`src/rtl/accumulate_pkg.sv`:
```
// Shared types and saturating arithmetic for the accumulate datapath.
package accumulate_pkg;

  typedef enum logic [1:0] {
    IDLE = 2'd0,
    ACC  = 2'd1,
    OUT  = 2'd2
  } state_t;

  localparam int DEF_W = 16;

  function automatic logic signed [63:0] res_max(input int w);
    return (64'sd1 <<< (w - 1)) - 64'sd1;
  endfunction

  function automatic logic signed [63:0] res_min(input int w);
    return -(64'sd1 <<< (w - 1));
  endfunction

  localparam logic signed [63:0] RES_MAX = res_max(DEF_W);
  localparam logic signed [63:0] RES_MIN = res_min(DEF_W);

  // Operands are already inside the w-bit range, so a wide add is exact
  // and equivalent to the (w+1)-bit add before clamping.
  function automatic logic signed [63:0] sat_add(input logic signed [63:0] acc,
                                                 input logic signed [63:0] term,
                                                 input int w);
    logic signed [63:0] sum;
    sum = acc + term;
    if (sum > res_max(w))      return res_max(w);
    else if (sum < res_min(w)) return res_min(w);
    else                       return sum;
  endfunction

endpackage

```
`src/rtl/rr_pick.sv`:
```
// Combinational round-robin search: first set req bit at ptr, ptr+1, ... mod N.
module rr_pick #(
  parameter int N = 2
) (
  input  logic [N-1:0]         req,
  input  logic [$clog2(N)-1:0] ptr,
  output logic                 any,
  output logic [$clog2(N)-1:0] idx
);
  localparam int IW = $clog2(N);

  logic [2*N-1:0] rot;
  logic [IW:0]    pos;

  // Rotating the doubled vector puts the search start at bit 0.
  always_comb begin
    rot = {req, req} >> ptr;
    any = 1'b0;
    idx = '0;
    pos = '0;
    for (int i = N - 1; i >= 0; i--) begin
      if (rot[i]) begin
        any = 1'b1;
        pos = {1'b0, ptr} + (IW+1)'(i);
        if (pos >= (IW+1)'(N)) pos = pos - (IW+1)'(N);
        idx = pos[IW-1:0];
      end
    end
  end

endmodule

```
`src/rtl/accumulate_arbiter.sv`:
```
// Round-robin shares one saturating accumulator across N burst requesters,
// emitting each burst sum tagged with its requester index.
module accumulate_arbiter
  import accumulate_pkg::*;
#(
  parameter int N = 2,
  parameter int W = 16
) (
  input  logic                 clk,
  input  logic                 rst,
  input  logic [N-1:0]         arg_stb,
  input  logic [N*W-1:0]       arg_dat,
  input  logic [N-1:0]         arg_lst,
  output logic [N-1:0]         arg_rdy,
  output logic                 res_stb,
  output logic [W-1:0]         res_dat,
  output logic [$clog2(N)-1:0] res_idx,
  input  logic                 res_rdy
);
  localparam int IW = $clog2(N);

  state_t             state_q, state_d;
  logic [IW-1:0]      grant_q, grant_d;
  logic [IW-1:0]      ptr_q, ptr_d;
  logic [W-1:0]       acc_q, acc_d;
  logic               pick_any;
  logic [IW-1:0]      pick_idx;
  logic [W-1:0]       term;
  logic signed [63:0] sum_w;

  rr_pick #(.N(N)) u_pick (
    .req (arg_stb),
    .ptr (ptr_q),
    .any (pick_any),
    .idx (pick_idx)
  );

  assign term  = arg_dat[grant_q*W +: W];
  assign sum_w = sat_add(64'($signed(acc_q)), 64'($signed(term)), W);

  always_comb begin
    state_d = state_q;
    grant_d = grant_q;
    ptr_d   = ptr_q;
    acc_d   = acc_q;
    case (state_q)
      IDLE: if (pick_any) begin
        grant_d = pick_idx;
        acc_d   = '0;
        state_d = ACC;
      end
      // Grant is held until the last beat; other strobes are ignored.
      ACC: if (arg_stb[grant_q]) begin
        acc_d = sum_w[W-1:0];
        if (arg_lst[grant_q]) state_d = OUT;
      end
      OUT: if (res_rdy) begin
        ptr_d   = (grant_q == IW'(N - 1)) ? '0 : grant_q + 1'b1;
        state_d = IDLE;
      end
      default: state_d = IDLE;
    endcase
  end

  always_ff @(posedge clk or negedge rst) begin
    if (!rst) begin
      state_q <= IDLE;
      grant_q <= '0;
      ptr_q   <= '0;
      acc_q   <= '0;
    end else begin
      state_q <= state_d;
      grant_q <= grant_d;
      ptr_q   <= ptr_d;
      acc_q   <= acc_d;
    end
  end

  always_comb begin
    arg_rdy = '0;
    if (state_q == ACC) arg_rdy[grant_q] = 1'b1;
  end

  assign res_stb = (state_q == OUT);
  assign res_dat = acc_q;
  assign res_idx = grant_q;

endmodule

```
`config.mk`:
```
export PLATFORM = sky130hd
export DESIGN_NAME = accumulate_arbiter
export DESIGN_NICKNAME = d
export VERILOG_FILES = /design/src/rtl/accumulate_pkg.sv /design/src/rtl/rr_pick.sv /design/src/rtl/accumulate_arbiter.sv
export SDC_FILE = /design/constraint.sdc
export NUM_CORES = 1
export LEC_CHECK = 0
export CAP_MARGIN = 20
export CORE_MARGIN = 10
export CORE_UTILIZATION = 50
export CTS_BUF_LIST = sky130_fd_sc_hd__clkbuf_4
export DETAILED_ROUTE_END_ITERATION = 8
export PLACE_DENSITY = 0.86
export RECOVER_POWER = 25
export SLEW_MARGIN = 10
export SYNTH_ARGS = -nofsm -noshare
export SYNTH_HDL_FRONTEND = slang
export SYNTH_SLANG_ARGS = --single-unit
```
`constraint.sdc`:
```
create_clock -name clk -period 7 [get_ports clk]
set_clock_uncertainty 0.15 [all_clocks]
set_input_delay 1.05 -clock clk [delete_from_list [all_inputs] [get_ports clk]]
set_output_delay 1.05 -clock clk [all_outputs]
set_load 0.01 [all_outputs]
```
# [Yosys cells after proc, flatten, opt, wreduce, memory -nomap -nowiden]
# Index checks and enable logic that the tools add are counted.
# Widths: inputs -> output; s select.
[classes] n_shift=2 magnitude_cmp=6 eq_ne=6 div=0 mul=0 n_bitwise=0 n_reduce_logical=7 muxes=24 n_addsub=5
[ops] op="$mux 16" n=4
[ops] op="$pmux 16 s2" n=1
[ops] op="$shiftx 32x6->16" n=1
[ops] op="$add 16x16->17" n=1
[ops] op="$gt 17x16->1 const B" n=1
[ops] op="$lt 17x16->1 const B" n=1
[ops] op="$mux 1" n=12
[ops] op="$mux 2" n=5
[ops] op="$ne 2x2->1 const B" n=3
[ops] op="$pmux 2 s3" n=1
[ops] op="$reduce_and 2->1" n=2
[ops] op="$reduce_and 4->1" n=1
[ops] op="$shr 4x1->2" n=1
[ops] op="$reduce_and 3->1" n=1
[ops] op="$add 1x1->2 const B" n=1
[ops] op="$eq 2x1->1 const B" n=1
[ops] op="$eq 2x2->1 const B" n=1
[ops] op="$ge 1x2->1 const B" n=1
[ops] op="$ge 2x2->1 const B" n=1
[ops] op="$logic_not 2->1" n=1
[ops] op="$lt 1x2->1 const B" n=1
[ops] op="$ne 2x1->1 const B" n=1
[ops] op="$reduce_bool 2->1" n=1
[ops] op="$sub 1x1->1 const B" n=2
[ops] op="other kinds (4)" n=4
[totals] latchBits=0 rom_bits=0 elab_cells=54 mem_bits_rw=0 inputBits=39 output_inout_bits=20 n_memories=0 register_bits=20

# [Longest topological paths before layout]
[logic_depth] word_depth=7 depth_mapped=11 mapped_depth_nobuf=10

# [By module]
# From an unflattened synthesis, not the netlist that was laid out.
[hier_totals] cells_unflattened=194 hier_area_um2=1833.0
[modules_own_cells] module="accumulate_arbiter" seq_area_each_um2=500.5 n_inst=1 area_each_um2=1815.5 cells_per_inst=191
[modules_own_cells] module="rr_pick" seq_area_each_um2=0.0 n_inst=1 area_each_um2=17.5 cells_per_inst=3

# [Least setup slack after synthesis]
# No wires, ideal clock.
[synth_timing] path_type="input -> register" from="input arg_dat[16]" to="register acc_q[12] (netlist: res_dat[12])" setup_time_ns=0.126 setup_slack_ns=3.364 required_time_ns=6.724 arrival_ns=3.360 path_stages=10 path_buffers=0 cell_sequence="mux2_2 > ha_1 > fa_1 > a21oi_2 > o22ai_1 > o41a_1 > a221o_1 > a21oi_1 > xnor2_1 > a221o_1"
[synth_between] elab_chain_len=7 elab_cells_between_ends=8 cone_classes="1 x add/sub; 2 x order compare; 1 x shift; 4 x mux"
[synth_rtl] element="start: declaration" line="accumulate_arbiter.sv:12" source="input logic [N*W-1:0] arg_dat,"
[synth_rtl] element="$shiftx 32x6->16 (*)" line="accumulate_arbiter.sv:38" source="assign term = arg_dat[grant_q*W +: W];"
[synth_rtl] element="$add 16x16->17 (*)" line="accumulate_pkg.sv:29" source="sum = acc + term;"
[synth_rtl] element="$lt 17x16->1" line="accumulate_pkg.sv:31" source="else if (sum < res_min(w)) return res_min(w);"
[synth_rtl] element="$mux 16" line="accumulate_pkg.sv:31"
[synth_rtl] element="$mux 16 (*)" line="accumulate_pkg.sv:30" source="if (sum > res_max(w)) return res_max(w);"
[synth_rtl] element="$mux 16 (*)" line="accumulate_arbiter.sv:53" source="ACC: if (arg_stb[grant_q]) begin"
[synth_rtl] element="$pmux 16 s2 (*)" line="accumulate_arbiter.sv:46" source="case (state_q)"
[synth_rtl] element="end signal: assignment" line="accumulate_arbiter.sv:70" source="acc_q <= '0;"
[synth_rtl] element="end signal: assignment" line="accumulate_arbiter.sv:75" source="acc_q <= acc_d;"
[synth_rtl] element="end: declaration" line="accumulate_arbiter.sv:25" source="logic [W-1:0] acc_q, acc_d;"
# Every way passes the cells marked *; elsewhere a longest branch is shown, timed or not. The select of a mux whose other input is x is not followed.
# A chain may end at the register's enable or synchronous reset.

# [Worst setup path in the final report]
[layout_timing] from="input arg_dat[16]" to="register acc_q[6] (netlist: res_dat[6])"
# Same word-level chain as after synthesis.

==> impl_metrics.csv <==
group,metric,value,unit
worst_setup_path,timing.critical_path.slowest_stage_cell,"fa_1",
clocking,ctsResizeCount,0,
worst_setup_path,cp.required,7.05,ns
worst_setup_path,timing_worst_setup_path_type,"input port to register",
synthesis,synthDominantAreaCellType,"dfrtp_1",
clocking,post-cts-setup-buffer-count,0,
worst_setup_path,setup_slack_of_the_worst_register_to_register_path,3.00,ns
synthesis,synth-seq-cells,20,
sta,grt_setup_unrepaired,"false",
sta,fin_tns_setup,0,ns
floorplanning,fp-row-count,21,
outcome,run_status,"finished, final reports clean",
sta,slew_violations,0,
synthesis,sequential_element_share_of_the_synthesized_area,0.280,
detailed_routing,drtAntennaViolNets,0,
floorplanning,io_pins,59,
clocking,cts_root_buffer,"clkbuf_4",
grt,groute.usage.overall,0.155,
sta,timing.final.crit_share,0.576,
worst_setup_path,path_max_fanout,9,
worst_setup_path,crit_path_max_incr_delay,0.43,ns
final_layout,sequential_cell_area,500,sq um
clocking,clock_tree.htree_level_count,1,
clocking,clock_path_buffers,2,
detailed_routing,detail_route.wirelength,4930,microns
sta,setup_violations,0,
final_layout,multiInputGateArea,0.00125,sq mm
worst_setup_path,chain_of_cells_forming_the_critical_path,"clkdlybuf4s50_1 > mux2_2 > ha_1 > fa_1 > a21oi_2 > o22ai_1 > o41a_1 > a21oi_1 > a21boi_2 > a221o_1",
grt,grt_max_degree,26,
worst_setup_path,critPathLaunchType,"input port",
sta,timing.final.hold_violations,0,
worst_setup_path,worst_r2r_src,"res_idx",
placement,io_buffer_count,58,
detailed_routing,via_per_inst,5.90,
detailed_routing,drt_drc_violations_left,0,
synthesis,syn-cell-area,0.00179,sq mm
job,max-cap-violations,0,
clocking,clock_insertion_delay_worst_skew,0.31,ns
synthesis,synth_top_cells_by_area,"dfrtp_1 (28%), ha_1 (11%), mux2_2 (10%)",
power_and_ir_drop,power_density,436,mW/mm^2
synthesis,synth_ff_type,"dfrtp_1",
sta,max_slew_margin,0.390,
worst_setup_path,timing.reg2reg.worst_path_depth,9,
grt,grt_first_pass_wirelength,8110,microns
power_and_ir_drop,worst_ir_drop_vdd,247,uV
final_layout,post_route_cells_drive_above_1_share,0.123,
hold_path,worst_hold_path.endpoint,"ptr_q",
sta,fmax,248,MHz
synthesis,synthesis.nets,233,
final_layout,final_net_count,292,
placement,hpwlAfterDp,3910,microns
floorplanning,die_h,79.8,microns
final_layout,antenna_cells_inserted,0,
sta,min_cycle_time_layout,4.03,ns
worst_setup_path,cpLargestDelayFamily,"compound AO/OA/AOI/OAI gates",
floorplanning,floorplan.initialDensity,0.528,
placement,post-place-ws,2.67,ns
sta,tightestPinTransition,0.915,ns
synthesis,proportion_of_register_bits_with_asynchronous_set_or_reset_after_synthesis,1.00,
power_and_ir_drop,power.static_leakage,0.00104,uW
synthesis,synth-warning-count,0,
synthesis,synth_top_cell_area_share,0.280,
floorplanning,fp.coreArea,0.00339,sq mm
detailed_routing,detail_route.first_pass.iterations,4,
synthesis,syn_inst,177,
synthesis,synth_edf_count,0,
clocking,clock_tree_from_tritoncts,"done",
detailed_routing,detailedRoute.firstIterationViolations,125,
worst_setup_path,worst_ep_arrival_time,4.08,ns
detailed_routing,vias,1658,
grt,globalRoute.totalOverflow,0,
clocking,cts_sink_count,20,
detailed_routing,route.detailed.wl_per_inst,17.6,microns
worst_setup_path,endpoint_type_of_the_worst_setup_path,"register",
floorplanning,die_area,0.00637,sq mm
hold_path,hold-path-cell-count,2,
hold_path,min-delay-path-class,"register to register",
worst_setup_path,worst_r2r_end,"res_dat[6]",
placement,globalplace.congestion,0.851,
sta,final_critical_path_setup_slack,2.97,ns
final_layout,fillCellCount,252,
synthesis,synth_cell_type_count,47,
floorplanning,die-width,79.8,microns
clocking,cts-hold-fix-buffers,0,
final_layout,synthToLayoutAreaGrowth,35.8,%
clocking,cts.clk_slew.worst_paths,0.11,ns
synthesis,syn_avg_cell_area,10.1,sq um
grt,via_count_of_the_first_global_routing_pass,1628,
worst_setup_path,worst-path-buf-inv,1,
grt,antenna_found_initial,0,
clocking,cts-buffers-inserted,3,
hold_path,worst_hold_startpoint,"ptr_q",
==> area by class of cell <==
cell class / count / area share
repair buffers: 58 / 0.239
well taps: 46 / 0.0237
multi-input cells: 148 / 0.513
clock inverters: 1 / 0.00154
inverters: 5 / 0.00772
flip-flops and latches: 20 / 0.206
clock buffers: 3 / 0.00926
==> layer usage <==
| metal | track usage | vias to the layer above | part of all wire |
|---|---|---|---|
| met5 | 0 | - | 0 |
| met4 | 0.0511 | 0 | 0.018 |
| met3 | 0.0383 | 12 | 0.067 |
| met2 | 0.259 | 59 | 0.48 |
| met1 | 0.189 | 772 | 0.44 |
| li1 | - | 815 | - |
==> power breakdown <==
group | total, uW | internal [uW] | switching [uW]
Clock | 57.4 | 20.8 | 36.6
Combinational | 775 | 392 | 383
Sequential | 228 | 163 | 65.6
==> synth_stat cells (2+ instances only) <==
| library cell | instances |
|---|---|
| dfrtp_1 | 20 |
| o21ai_0 | 4 |
| clkbuf_1 | 2 |
| nor2b_1 | 2 |
| xnor2_1 | 8 |
| nand2b_1 | 6 |
| o21ai_1 | 2 |
| nor4_1 | 2 |
| ha_1 | 16 |
| mux2_2 | 16 |
| a21oi_1 | 15 |
| nor2_1 | 10 |
| xor2_1 | 5 |
| nand2_1 | 8 |
| and3_1 | 2 |
| a21o_1 | 6 |
| inv_1 | 5 |
| a221o_1 | 16 |
| o21bai_1 | 3 |
| a21oi_2 | 2 |
==> through the flow <==
step | hold slack, ns | power, uW | std cells | area, sq um | util
after global routing | 0.405 | 1150 | 281 | 2430 | 0.718
after global placement | 0.321 | 985 | 277 | 2410 | 0.710
after CTS | 0.350 | 1060 | 281 | 2430 | 0.718
final | 0.348 | 1060 | 281 | 2430 | 0.718
after floorplan | 0.298 | 784 | 177 | 1790 | -
after detailed placement | 0.324 | 1010 | 277 | 2410 | 0.710
==> cell usage in the layout (no fill, tap or decap), types with 6 or more instances in the layout <==
master	instances
nand2_1	8
nand2b_1	6
a21oi_1	15
xnor2_1	8
ha_1	16
mux2_2	16
a21o_1	6
clkdlybuf4s50_1	55
nor2_1	10
dfrtp_1	20
a221o_1	16
==> worst min-delay path, stage by stage (launching register included) <==
cell     delay, ns
dfrtp_1       0.37
nand2_1       0.05
o21ai_0       0.06
==> kinds of logic after synthesis <==
family | share of synthesized area
xor gates and xnor gates | 0.0636
and+or+nand+nor | 0.106
buffers and inverters | 0.0231
adders and majority gates | 0.123
AOI/OAI and AO/OA | 0.299
muxes | 0.106
DFF | 0.280
==> sequential cells by signal, indices dropped and copies added, names as in the netlist <==
signal	flops
res_idx	1
state_q	2
ptr_q	1
res_dat	16
==> worst max-delay path by stage <==
stage,cells past startpoint,slack (ns),endpoint,from
after floorplan,10,3.36,res_dat[12],arg_dat[16]
after global placement,10,2.73,res_dat[12],arg_dat[0]
after detailed placement,10,2.67,res_dat[12],arg_dat[16]
after CTS,10,2.99,res_dat[6],arg_dat[16]
after global routing,9,2.76,res_dat[4],res_idx
final,10,2.97,res_dat[6],arg_dat[16]
No activity file was read; power rests on OpenSTA's default activity.
